## config.mk

```make
export PLATFORM = sky130hd
export DESIGN_NAME = increment_button_controller
export DESIGN_NICKNAME = d
export VERILOG_FILES = /design/src/rtl/increment_button_controller.sv
export SDC_FILE = /design/constraint.sdc
export NUM_CORES = 1
export LEC_CHECK = 0
export ABC_AREA = 1
export BUFFER_PORTS_ARGS = -buffer_cell sky130_fd_sc_hd__buf_4
export CORE_MARGIN = 10
export CORE_UTILIZATION = 40
export DETAILED_ROUTE_END_ITERATION = 10
export GPL_TIMING_DRIVEN = 0
export PLACE_DENSITY = 0.59
export SLEW_MARGIN = 10
export SYNTH_ARGS = -nofsm -noshare
export SYNTH_HDL_FRONTEND = slang
export SYNTH_SLANG_ARGS = --single-unit
```

## constraint.sdc

```tcl
create_clock -name i_Clock -period 2.7 [get_ports i_Clock]
set_input_delay 0.54 -clock i_Clock [delete_from_list [all_inputs] [get_ports i_Clock]]
set_output_delay 0.54 -clock i_Clock [all_outputs]
set_load 0.05 [all_outputs]
```

## src/rtl/increment_button_controller.sv

```systemverilog
// Set-button front end: synchronises and debounces the raw button, issues one
// increment strobe per accepted press and auto-repeats after a long hold.
module increment_button_controller #(
    parameter int unsigned DEBOUNCE_TICKS = 4,
    parameter int unsigned HOLD_TICKS     = 50,
    parameter int unsigned REPEAT_TICKS   = 10
) (
    input  logic i_Clock,
    input  logic i_Reset,
    input  logic i_Tick,
    input  logic i_Button,
    input  logic i_Enable,
    output logic o_Increment,
    output logic o_Pressed,
    output logic o_Repeating
);

    localparam int unsigned MAX_DH    = (DEBOUNCE_TICKS > HOLD_TICKS) ? DEBOUNCE_TICKS : HOLD_TICKS;
    localparam int unsigned MAX_TICKS = (MAX_DH > REPEAT_TICKS) ? MAX_DH : REPEAT_TICKS;
    localparam int unsigned CW        = $clog2(MAX_TICKS + 1);

    localparam logic [2:0] S_RELEASED   = 3'd0;
    localparam logic [2:0] S_PRESS_DB   = 3'd1;
    localparam logic [2:0] S_HELD       = 3'd2;
    localparam logic [2:0] S_REPEAT     = 3'd3;
    localparam logic [2:0] S_RELEASE_DB = 3'd4;

    logic          sync_q1;
    logic          btn_s;
    logic [2:0]    state;
    logic [2:0]    state_next;
    logic [CW-1:0] cnt;
    logic [CW-1:0] cnt_next;
    logic          strobe_c;
    logic          deb_done_c;
    logic          hold_done_c;
    logic          rep_done_c;
    logic          pressed_next_c;

    // Two-flop synchroniser for the asynchronous button input
    always_ff @(posedge i_Clock) begin
        if (i_Reset) begin
            sync_q1 <= 1'b0;
            btn_s   <= 1'b0;
        end else begin
            sync_q1 <= i_Button;
            btn_s   <= sync_q1;
        end
    end

    assign deb_done_c  = i_Tick && (cnt == CW'(DEBOUNCE_TICKS - 1));
    assign hold_done_c = i_Tick && (cnt == CW'(HOLD_TICKS - 1));
    assign rep_done_c  = i_Tick && (cnt == CW'(REPEAT_TICKS - 1));

    // Next-state, tick counter and strobe decode; a falling btn_s beats a due strobe
    always_comb begin
        state_next = state;
        cnt_next   = cnt;
        strobe_c   = 1'b0;
        case (state)
            S_RELEASED: begin
                cnt_next = '0;
                if (btn_s) begin
                    state_next = S_PRESS_DB;
                end
            end
            S_PRESS_DB: begin
                if (!btn_s) begin
                    state_next = S_RELEASED;
                    cnt_next   = '0;
                end else if (deb_done_c) begin
                    state_next = S_HELD;
                    cnt_next   = '0;
                    strobe_c   = 1'b1;
                end else if (i_Tick) begin
                    cnt_next = cnt + CW'(1);
                end
            end
            S_HELD: begin
                if (!btn_s) begin
                    state_next = S_RELEASE_DB;
                    cnt_next   = '0;
                end else if (hold_done_c) begin
                    state_next = S_REPEAT;
                    cnt_next   = '0;
                    strobe_c   = 1'b1;
                end else if (i_Tick) begin
                    cnt_next = cnt + CW'(1);
                end
            end
            S_REPEAT: begin
                if (!btn_s) begin
                    state_next = S_RELEASE_DB;
                    cnt_next   = '0;
                end else if (rep_done_c) begin
                    cnt_next = '0;
                    strobe_c = 1'b1;
                end else if (i_Tick) begin
                    cnt_next = cnt + CW'(1);
                end
            end
            S_RELEASE_DB: begin
                if (btn_s) begin
                    cnt_next = '0;
                end else if (deb_done_c) begin
                    state_next = S_RELEASED;
                    cnt_next   = '0;
                end else if (i_Tick) begin
                    cnt_next = cnt + CW'(1);
                end
            end
            default: begin
                state_next = S_RELEASED;
                cnt_next   = '0;
            end
        endcase
    end

    assign pressed_next_c = (state_next == S_HELD) || (state_next == S_REPEAT) ||
                            (state_next == S_RELEASE_DB);

    // State, counter and registered outputs
    always_ff @(posedge i_Clock) begin
        if (i_Reset) begin
            state       <= S_RELEASED;
            cnt         <= '0;
            o_Increment <= 1'b0;
            o_Pressed   <= 1'b0;
            o_Repeating <= 1'b0;
        end else begin
            state       <= state_next;
            cnt         <= cnt_next;
            // Masking with the previous strobe keeps pulses apart even at 1-tick periods
            o_Increment <= strobe_c && i_Enable && !o_Increment;
            o_Pressed   <= pressed_next_c;
            o_Repeating <= (state_next == S_REPEAT);
        end
    end

endmodule

```

==> results of run 1 <==
-- power breakdown --
part           total (W)  switching [W]  internal [W]  leakage [nW]
combinational  0.0000159     0.00000872    0.00000716         0.238
clock           0.000152      0.0000705     0.0000820        0.0210
sequential      0.000209     0.00000127      0.000208         0.113
-- Yosys cell counts (all sizes together) --
| cell | number | area share |
|---|---|---|
| o21ai | 6 | 0.042 |
| ha | 2 | 0.035 |
| inv | 15 | 0.079 |
| xor2 | 4 | 0.049 |
| dfxtp | 14 | 0.39 |
| a21oi | 3 | 0.021 |
| buf | 1 | 0.010 |
| nand3b | 1 | 0.010 |
| nand3 | 7 | 0.056 |
| nor2 | 21 | 0.12 |
| xnor2 | 1 | 0.012 |
| nor3 | 2 | 0.014 |
| nand2 | 24 | 0.13 |
| nand4 | 3 | 0.026 |
-- per-layer routing --
layer | GRT usage | vias up
li1 | - | 347
met1 | 0.08589 | 276
met2 | 0.1167 | 14
met3 | 0.02509 | 2
met4 | 0.03352 | 0
met5 | 0 | -
-- worst max-delay path: stages, from the launching register on --
cell and delay [ns]:
dfxtp_1 0.41, ha_1 0.19, nand2_2 0.06, inv_1 0.10
nand3_2 0.11, a21oi_1 0.15, nor2_1 0.08, nand2_2 0.13
nor2_1 0.05
-- state kept, by name, indices dropped and copies added, names as in the netlist --
register,count
sync_q1,1
btn_s,1
o_Repeating,1
o_Pressed,1
cnt,6
state,3
o_Increment,1
-- cell usage in the layout (no fill, tap or decap) --
| cell | synthesis | final |
|---|---|---|
| ha_1 | 2 | 2 |
| xnor2_1 | 1 | 1 |
| nand2_2 | 2 | 2 |
| nand3_2 | 1 | 1 |
| nand3_1 | 6 | 6 |
| a21oi_1 | 3 | 3 |
| nor2_1 | 18 | 18 |
| buf_4 | 1 | 7 |
| clkbuf_8 | 0 | 1 |
| inv_1 | 13 | 13 |
| nand4_1 | 3 | 3 |
| o21ai_0 | 5 | 5 |
| dfxtp_1 | 14 | 14 |
| clkbuf_4 | 0 | 3 |
| xor2_1 | 4 | 4 |
| o21ai_1 | 1 | 1 |
| inv_2 | 2 | 2 |
| nor2_2 | 3 | 3 |
| nand2_1 | 22 | 22 |
| nand3b_1 | 1 | 1 |
| nor3_1 | 2 | 2 |
-- cell families after synthesis --
group | after synthesis | synth area share
simple gates | 58 | 0.3601
buf+inv | 16 | 0.08917
flops | 14 | 0.3916
compound gates | 9 | 0.06292
xor+xnor | 5 | 0.06119
fa+ha+maj | 2 | 0.03496
-- final cells by class --
cell class,count,share of cell area
Inverter,15,0.06798
Clock buffer,4,0.04381
Multi-Input combinational cell,74,0.4486
Sequential cell,14,0.3384
Tap cell,25,0.03776
Buffer,1,0.009063
Timing Repair Buffer,6,0.05438
-- final timing paths --
| kind | from | endpoint | slack [ns] | cells after the start |
|---|---|---|---|---|
| worst max-delay path | cnt[0] | cnt[3] | 1.32 | 8 |
| worst min-delay path | sync_q1 | btn_s | 0.41 | 2 |
| worst max register to register | cnt[0] | cnt[3] | 1.32 | 8 |
| worst min register to register | sync_q1 | btn_s | 0.41 | 2 |
-- stage by stage --
stage          hold WS, ns  std cells  power (W)
2_1_floorplan       0.3883        104  0.0002237
3_3_place_gp        0.3960        135  0.0002300
3_5_place_dp        0.3999        135  0.0002302
4_1_cts             0.4133        139  0.0003832
5_1_grt             0.4419        139  0.0003907
6_report            0.4083        139  0.0003777
==> results.py, run 1 <==
metrics = {
    "outcome": {
        "status": "complete, no violations",
    },
    "finish": {
        "diodes": 0,
        "area_delta_synth_final_pct": 15.73,
        "drive_above_1_share": 0.1667,
        "nFillCells": 176,
        "fin_area_um2": 828.3,
        "nNetsFinal": 122,
        "regArea_um2": 280.3,
        "multiInputGateArea_um2": 371.6,
        "utilization": 0.4850,
    },
    "floorplan": {
        "dieArea_um2": 3881,
        "fp-row-count": 15,
        "die_h_um": 62.30,
        "die_w_um": 62.30,
        "core_um2": 1708,
        "pin_count": 8,
        "start_util": 0.4190,
    },
    "global_routing": {
        "grt_max_degree": 9,
        "grt_use_total": 0.07320,
        "antenna_found_initial": 0,
        "grt_pass1_wl_mm": 2.428,
        "grt-ovfl-total": 0,
        "grt_pass1_vias": 625,
    },
    "place": {
        "place_ws_ns": 1.237,
        "portBuffers": 6,
        "gp_congestion": 0.7943,
        "dp_hpwl_mm": 1.024,
        "post_dp_cell_area_um2": 792.0,
    },
    "setup_path": {
        "critPathKind": "flip-flop to flip-flop",
        "cp-end-kind": "flip-flop",
        "crit_arrival_ns": 1.56,
        "cp_max_fo": 6,
        "cp.required_ns": 2.88,
        "critPathLaunchType": "flip-flop",
    },
    "logic_synthesis": {
        "ys_seq_elements": 14,
        "yosysUniqueCellTypes": 19,
        "synth_cells": 104,
        "syn-num-nets": 111,
        "ys_seq_area_frac": 0.3916,
        "yosysWarnings": 0,
        "synth.avg_cell_area_um2": 6.882,
        "synth.cell_area_um2": 715.7,
    },
    "timing": {
        "post-route-period-util": 0.5127,
        "rsz0062_at_grt": "no",
        "finalClockSkew_ns": 0.001649,
        "drv_slew": 0,
        "setup_violations": 0,
        "maxSlewHeadroom": 0.8054,
        "finalSetupTns_ns": 0,
        "fmax_ghz": 0.7223,
        "tightest_slew_ns": 0.2897,
        "hold_viol_final": 0,
        "finalCriticalPeriod_ns": 1.384,
        "setup_ws_ns": 1.316,
    },
    "clock_network": {
        "cts_tree": "yes",
        "cts_setup_buffers": 0,
        "clkLatencyLatePin_ns": 0.28,
        "root_buffer": "clkbuf_4",
        "cts_buffers": 3,
        "clkSinkCount": 14,
        "clkTransAtPathRegs_ns": 0.09,
        "cts_max_path_buffers": 2,
        "htreeDepth": 1,
        "postCtsHoldBufs": 0,
        "post_cts_resized": 0,
    },
    "drt": {
        "wire_per_inst_um": 9.727,
        "drt_iter0_markers": 11,
        "firstDrtPassIters": 4,
        "wl_met3_um": 60,
        "met2_length_um": 591,
        "top_layer": "met4",
        "drt-vias-per-instance": 4.597,
        "vias": 639,
        "routed_wl_mm": 1.352,
        "postRouteAntennaNets": 0,
        "wl_met1_um": 683,
        "drc_errors": 0,
    },
    "min_path": {
        "hp-class": "flip-flop to flip-flop",
    },
    "pwr": {
        "peakVddDrop_mv": 0.3249,
        "p_leak_nw": 0.3722,
        "powerDensity_nw_per_um2": 456.0,
    },
    "run": {
        "drv_cap": 0,
    },
}
Note: power is estimated with default switching activity, not from simulation.
==> inputs of run 2 (changes only) <==
--- a/config.mk
+++ b/config.mk
@@ -5,13 +5,13 @@
 export SDC_FILE = /design/constraint.sdc
 export NUM_CORES = 1
 export LEC_CHECK = 0
-export ABC_AREA = 1
+export ABC_AREA = 0
 export BUFFER_PORTS_ARGS = -buffer_cell sky130_fd_sc_hd__buf_4
 export CORE_MARGIN = 10
 export CORE_UTILIZATION = 40
 export DETAILED_ROUTE_END_ITERATION = 10
 export GPL_TIMING_DRIVEN = 0
-export PLACE_DENSITY = 0.59
+export PLACE_DENSITY = 0.61
 export SLEW_MARGIN = 10
 export SYNTH_ARGS = -nofsm -noshare
 export SYNTH_HDL_FRONTEND = slang
==> constraint.sdc (replaced) <==
create_clock -name i_Clock -period 1.2 [get_ports i_Clock]
set_input_delay 0.24 -clock i_Clock [delete_from_list [all_inputs] [get_ports i_Clock]]
set_output_delay 0.24 -clock i_Clock [all_outputs]
set_load 0.05 [all_outputs]
==> run 2 against run 1 <==
Against the previous run:
- flip-flop and latch count did not move
- the run now ends with setup timing left
- maximum frequency decreased by 3.3%
- critical endpoint is now o_Increment
- synthesized cell count down 29%
- via count decreased by 5.9%
- register-to-register slack got worse by 1.5 ns
- non-clock buffer count up 9
- cell count shrank 22%
==> results.py, run 2 <==
metrics = {
    "outcome": {
        "status": "finished with violations",
        "failed_checks": "setup timing",
    },
    "finish": {
        "utilization": 0.5926,
        "top_register": "cnt",
        "diodes": 0,
        "nNetsFinal": 100,
        "reg_top3": "cnt: 6 flops, state: 3 flops",
        "drive_above_1_share": 0.5326,
        "final_common_cell": "buf_4",
        "final_cell_mix": "12 x buf_4, 7 x nor2_1, 7 x dfxtp_1",
        "largest_reg_flops": 6,
        "area_delta_synth_final_pct": 42.60,
        "fin_cells": 109,
    },
    "logic_synthesis": {
        "synth-main-ff-cell": "dfxtp_1",
        "synth_cells": 74,
        "ys_seq_area_frac": 0.3993,
        "syn-num-nets": 81,
        "yosysWarnings": 0,
        "synth.most_common_cell": "dfxtp_1",
        "yosysTopAreaCell": "dfxtp_1",
        "yosys.area.top_type_share": 0.3993,
        "synth.area.top_cells": "dfxtp_1 40%, nor4_1 6.2%, nor2_1 4.3%, xnor2_1 3.7%, ha_1 3.6%",
        "synth.cell_area_um2": 701.9,
        "ys_top_cells_by_count": "14 x dfxtp_1, 8 x nor2_1, 7 x nor4_1",
        "synth.avg_cell_area_um2": 9.485,
        "synth-edff-count": 0,
        "yosysUniqueCellTypes": 29,
        "ys_seq_elements": 14,
        "synthArstFlopShare": 0,
    },
    "timing": {
        "post-route-period-util": 1.193,
        "setup_violations": 12,
        "fin_hold_ws_ns": 0.1325,
        "tightest_slew_ns": 0.6669,
        "maxSlewHeadroom": 0.5554,
        "finalCriticalPeriod_ns": 1.432,
        "hold_viol_final": 0,
        "setup_ws_ns": -0.2316,
        "rsz0062_at_grt": "yes",
        "finalClockSkew_ns": 0.005046,
        "drv_slew": 0,
        "fmax_ghz": 0.6985,
    },
    "drt": {
        "postRouteAntennaNets": 0,
        "firstDrtPassIters": 4,
        "routed_wl_mm": 1.572,
        "drc_errors": 0,
        "vias": 601,
        "drt-vias-per-instance": 5.514,
        "drt_iter0_markers": 3,
        "wire_per_inst_um": 14.42,
    },
    "clock_network": {
        "cts_buffers": 3,
        "clkTransAtPathRegs_ns": 0.09,
        "htreeDepth": 1,
        "cts_max_path_buffers": 2,
        "cts_tree": "yes",
        "clkSinkCount": 14,
        "root_buffer": "clkbuf_4",
        "clkLatencyLatePin_ns": 0.28,
    },
    "place": {
        "portBuffers": 6,
        "dp_hpwl_mm": 1.045,
        "place_ws_ns": -0.2700,
        "dp_cells": 97,
        "gp_congestion": 0.8174,
    },
    "floorplan": {
        "dieArea_um2": 3830,
        "die_w_um": 61.89,
        "fp-row-count": 15,
        "die_h_um": 61.89,
        "pin_count": 8,
        "start_util": 0.4156,
        "core_um2": 1689,
    },
    "pwr": {
        "powerDensity_nw_per_um2": 859.6,
        "finalPower_w": 0.0008604,
        "peakVddDrop_mv": 0.7316,
        "p_leak_nw": 0.3349,
    },
    "setup_path": {
        "critPathKind": "flip-flop to flip-flop",
        "cp_max_fo": 4,
        "cp.required_ns": 1.40,
        "cp-end-kind": "flip-flop",
        "critPathLaunchType": "flip-flop",
        "crit_arrival_ns": 1.63,
    },
    "global_routing": {
        "antenna_found_initial": 0,
        "grt_max_degree": 11,
        "grt-ovfl-total": 0,
        "grt_use_total": 0.09117,
        "grt_pass1_wl_mm": 2.594,
        "grt_pass1_vias": 580,
    },
    "min_path": {
        "hp-class": "input pin to flip-flop",
    },
    "run": {
        "drv_cap": 0,
    },
}
==> run 2: cell types whose count changed after synthesis, moves of 6 or more <==
cell     delta
nand2_1    -19
nor2_1     -10
inv_1       -8
nor4_1      +7
nand3_1     -6
==> run 2: final timing paths <==
check | cells past startpoint | endpoint | slack, ns | start
min reg2reg | 1 | o_Increment | 0.45 | o_Increment
max reg2reg | 5 | o_Increment | -0.23 | cnt[0]
min | 2 | btn_s | 0.13 | i_Reset
max | 5 | o_Increment | -0.23 | cnt[0]
==> run 2: report_power, final <==
part	leakage, nW	switching [W]	internal [W]
combinational	0.196	0.0000280	0.0000220
clock	0.0210	0.000160	0.000185
sequential	0.118	0.00000423	0.000462
==> run 2: cells by family after synthesis <==
group,synth area share
simple gates,0.3048
flops,0.3993
compound gates,0.1390
buf+inv,0.04278
xor+xnor,0.06240
fa+ha+maj,0.03564
mux,0.01604
==> run 2: per-stage QoR <==
stage	setup TNS (ns)	cell area, µm²
after floorplan	-0.6419	716.9
final	-2.106	1001
after global routing	-2.742	1001
after global placement	-1.841	783.3
after detailed placement	-1.925	783.3
after CTS	-2.112	912.1
==> run 2: layout make-up <==
type / count / area [µm²]
fillers: 147 / 688.2
multi-input cells: 53 / 500.5
flip-flops and latches: 14 / 296.5
repair buffers: 14 / 116.4
clock buffers: 4 / 36.28
well taps: 17 / 21.27
inverters: 5 / 18.77
plain buffers: 2 / 11.26
==> run 2: critical path: stages (launching register included) <==
cell	delay (ns)
dfxtp_4	0.38
ha_4	0.13
and4bb_4	0.28
nand2_4	0.07
mux2_4	0.29
nor4b_2	0.20
==> run 2: routing by layer <==
metal / track usage / wire length (µm)
met5: 0 / 0
met4: 0.03822 / 17
met3: 0.04472 / 71
met2: 0.1420 / 750
met1: 0.1035 / 732
==> run 2: timing repair <==
item | in CTS | in global routing
buffers inserted | 6 | 2
setup endpoints to repair | 11 | 12
pin swaps | 6 | 7
resized for setup | 11 | 18
hold buffers | 0 | 0
==> inputs of run 3 (changes only) <==
--- a/config.mk
+++ b/config.mk
@@ -5,13 +5,14 @@
 export SDC_FILE = /design/constraint.sdc
 export NUM_CORES = 1
 export LEC_CHECK = 0
-export ABC_AREA = 0
+export ABC_AREA = 1
 export BUFFER_PORTS_ARGS = -buffer_cell sky130_fd_sc_hd__buf_4
 export CORE_MARGIN = 10
 export CORE_UTILIZATION = 40
 export DETAILED_ROUTE_END_ITERATION = 10
 export GPL_TIMING_DRIVEN = 0
 export PLACE_DENSITY = 0.61
+export RECOVER_POWER = 25
 export SLEW_MARGIN = 10
 export SYNTH_ARGS = -nofsm -noshare
 export SYNTH_HDL_FRONTEND = slang
==> run 3 against run 2 <==
Against the previous run:
- the run still ends with setup timing left
- sequential share of layout area is 0.43 points higher
- power is 1.8% lower
- critical path depth is 3 higher
- routed wire length is 3.1% lower
- cell count is 31% higher
- non-clock buffer count is 5 lower
- sequential power hardly changed
- flip-flop and latch count stayed put
- maximum frequency is 12% higher
- first-iteration DRC count is 100% higher
- clock skew is 0.0038 ns lower
- cell area is 3.5% lower
==> results.py, run 3 (synthesis gave the netlist of run 1 again) <==
metrics = {
    "drt": {
        "postRouteAntennaNets": 0,
        "routed_wl_mm": 1.524,
        "wl_met3_um": 65,
        "vias": 687,
        "wl_met1_um": 658,
        "firstDrtPassIters": 4,
        "wire_per_inst_um": 10.66,
        "met2_length_um": 743,
        "drc_errors": 0,
        "drt_iter0_markers": 6,
        "drt-vias-per-instance": 4.804,
        "top_layer": "met4",
    },
    "timing": {
        "post-route-period-util": 1.068,
        "hold_viol_final": 0,
        "setup_ws_ns": -0.08133,
        "tightest_slew_ns": 0.2676,
        "fmax_ghz": 0.7804,
        "rsz0062_at_grt": "yes",
        "finalClockSkew_ns": 0.001239,
        "maxSlewHeadroom": 0.8216,
        "finalSetupTns_ns": -0.4755,
        "drv_slew": 0,
        "finalCriticalPeriod_ns": 1.281,
        "setup_violations": 7,
        "fin_hold_ws_ns": 0.1541,
    },
    "setup_path": {
        "crit_top_cell": "nand2_4",
        "crit_arrival_ns": 1.46,
        "cp_num_buf_inv": 1,
        "critPathLaunchType": "flip-flop",
        "path_cells": "ha_4 -> nand2_4 -> inv_4 -> nand3_4 -> a21oi_1 -> nor2_2 -> nand2_4 -> nor2_1",
        "crit_start": "cnt[0]",
        "critPathKind": "flip-flop to flip-flop",
        "worst_path_max_delay_cell": "dfxtp_4",
        "reg2reg_from": "cnt[0]",
        "cp.required_ns": 1.38,
        "slowest_delay_ns": 0.39,
        "cp-end-kind": "flip-flop",
        "cp_max_fo": 6,
        "crit_family": "flip-flops",
    },
    "outcome": {
        "status": "finished with violations",
        "failed_checks": "setup timing",
    },
    "clock_network": {
        "clkSinkCount": 14,
        "clkLatencyLatePin_ns": 0.28,
        "cts_tree": "yes",
        "cts_max_path_buffers": 2,
        "htreeDepth": 1,
        "root_buffer": "clkbuf_4",
        "clkTransAtPathRegs_ns": 0.08,
        "cts_buffers": 3,
    },
    "global_routing": {
        "grt_use_total": 0.07468,
        "grt_pass1_vias": 587,
        "antenna_found_initial": 0,
        "grt_pass1_wl_mm": 2.408,
        "grt_max_degree": 9,
        "grt-ovfl-total": 0,
    },
    "pwr": {
        "p_leak_nw": 0.4060,
        "peakVddDrop_mv": 0.7215,
        "powerDensity_nw_per_um2": 875.2,
    },
    "place": {
        "place_ws_ns": -0.09651,
        "gp_congestion": 0.7718,
        "portBuffers": 6,
        "dp_hpwl_mm": 1.029,
    },
    "finish": {
        "diodes": 0,
        "nNetsFinal": 126,
        "largest_reg_flops": 6,
        "area_delta_synth_final_pct": 34.97,
        "drive_above_1_share": 0.3644,
        "final_cell_mix": "20 x nand2_1, 11 x inv_1, 10 x buf_4, 10 x nor2_1, 10 x dfxtp_1",
        "nFillCells": 157,
        "top_register": "cnt",
        "reg_top3": "cnt: 6 flops, state: 3 flops",
        "final_common_cell": "nand2_1",
    },
    "floorplan": {
        "pin_count": 8,
        "core_um2": 1708,
        "dieArea_um2": 3881,
        "fp-row-count": 15,
        "die_w_um": 62.30,
        "start_util": 0.4190,
        "die_h_um": 62.30,
    },
    "min_path": {
        "hp-start": "i_Button",
        "hp-class": "input pin to flip-flop",
    },
    "run": {
        "drv_cap": 0,
    },
}
[run 3: cell count changes in the layout (fill, tap and decap cells not counted), sizes merged, moves of 5 or more]
cell,previous run,this run
buf,15,10
inv,5,15
nand2,4,24
nand3,0,7
nor2,9,21
nor4,7,0
[run 3: final timing paths]
path	cells after the start	to	slack, ns
min reg2reg	2	btn_s	0.41
max reg2reg	8	cnt[2]	-0.08
max	8	cnt[2]	-0.08
min	3	sync_q1	0.15
[run 3: repair_timing]
item                                    CTS  global route
setup buffers                             3             1
gates cloned                              0             0
pin swaps                                 9             5
resized for setup                        17            17
endpoints found under the setup margin   10            10
hold buffers                              0             0
[run 3: worst min-delay path: cells and delay by family]
kind	cells	cell delay, ns
AND/OR/NAND/NOR	1	0.06
buffers and inverters	2	0.10
[run 3: power by group]
group / switching, W / internal (W) / leakage, nW
Combinational: 0.0000240 / 0.0000156 / 0.269
Sequential: 0.00000288 / 0.000464 / 0.116
Clock: 0.000154 / 0.000185 / 0.0210
Total: 0.000181 / 0.000664 / 0.406
[run 3: per-stage QoR]
stage	std cells	utilization	cell area (µm²)	total power, W
3_3_place_gp	135	0.4645	793.3	0.0005174
4_1_cts	142	0.5326	909.6	0.0008525
3_5_place_dp	135	0.4645	793.3	0.0005173
2_1_floorplan	104	-	716.9	0.0005034
5_1_grt	143	0.5656	965.9	0.0008774
6_report	143	0.5656	965.9	0.0008454
[run 3: layout make-up]
class	instances	area, µm²	area share
timing repair buffer	10	71.32	0.07383
buffer	1	7.507	0.007772
sequential	14	290.3	0.3005
multi-input combinational	74	467.9	0.4845
inverter	15	61.31	0.06347
clock buffer	4	36.28	0.03756
tap	25	31.28	0.03238
[run 3: routing by layer]
metal	track usage	vias up
met1	0.08086	311
li1	-	356
met3	0.02151	7
met2	0.1231	13
met5	0	-
met4	0.05028	0
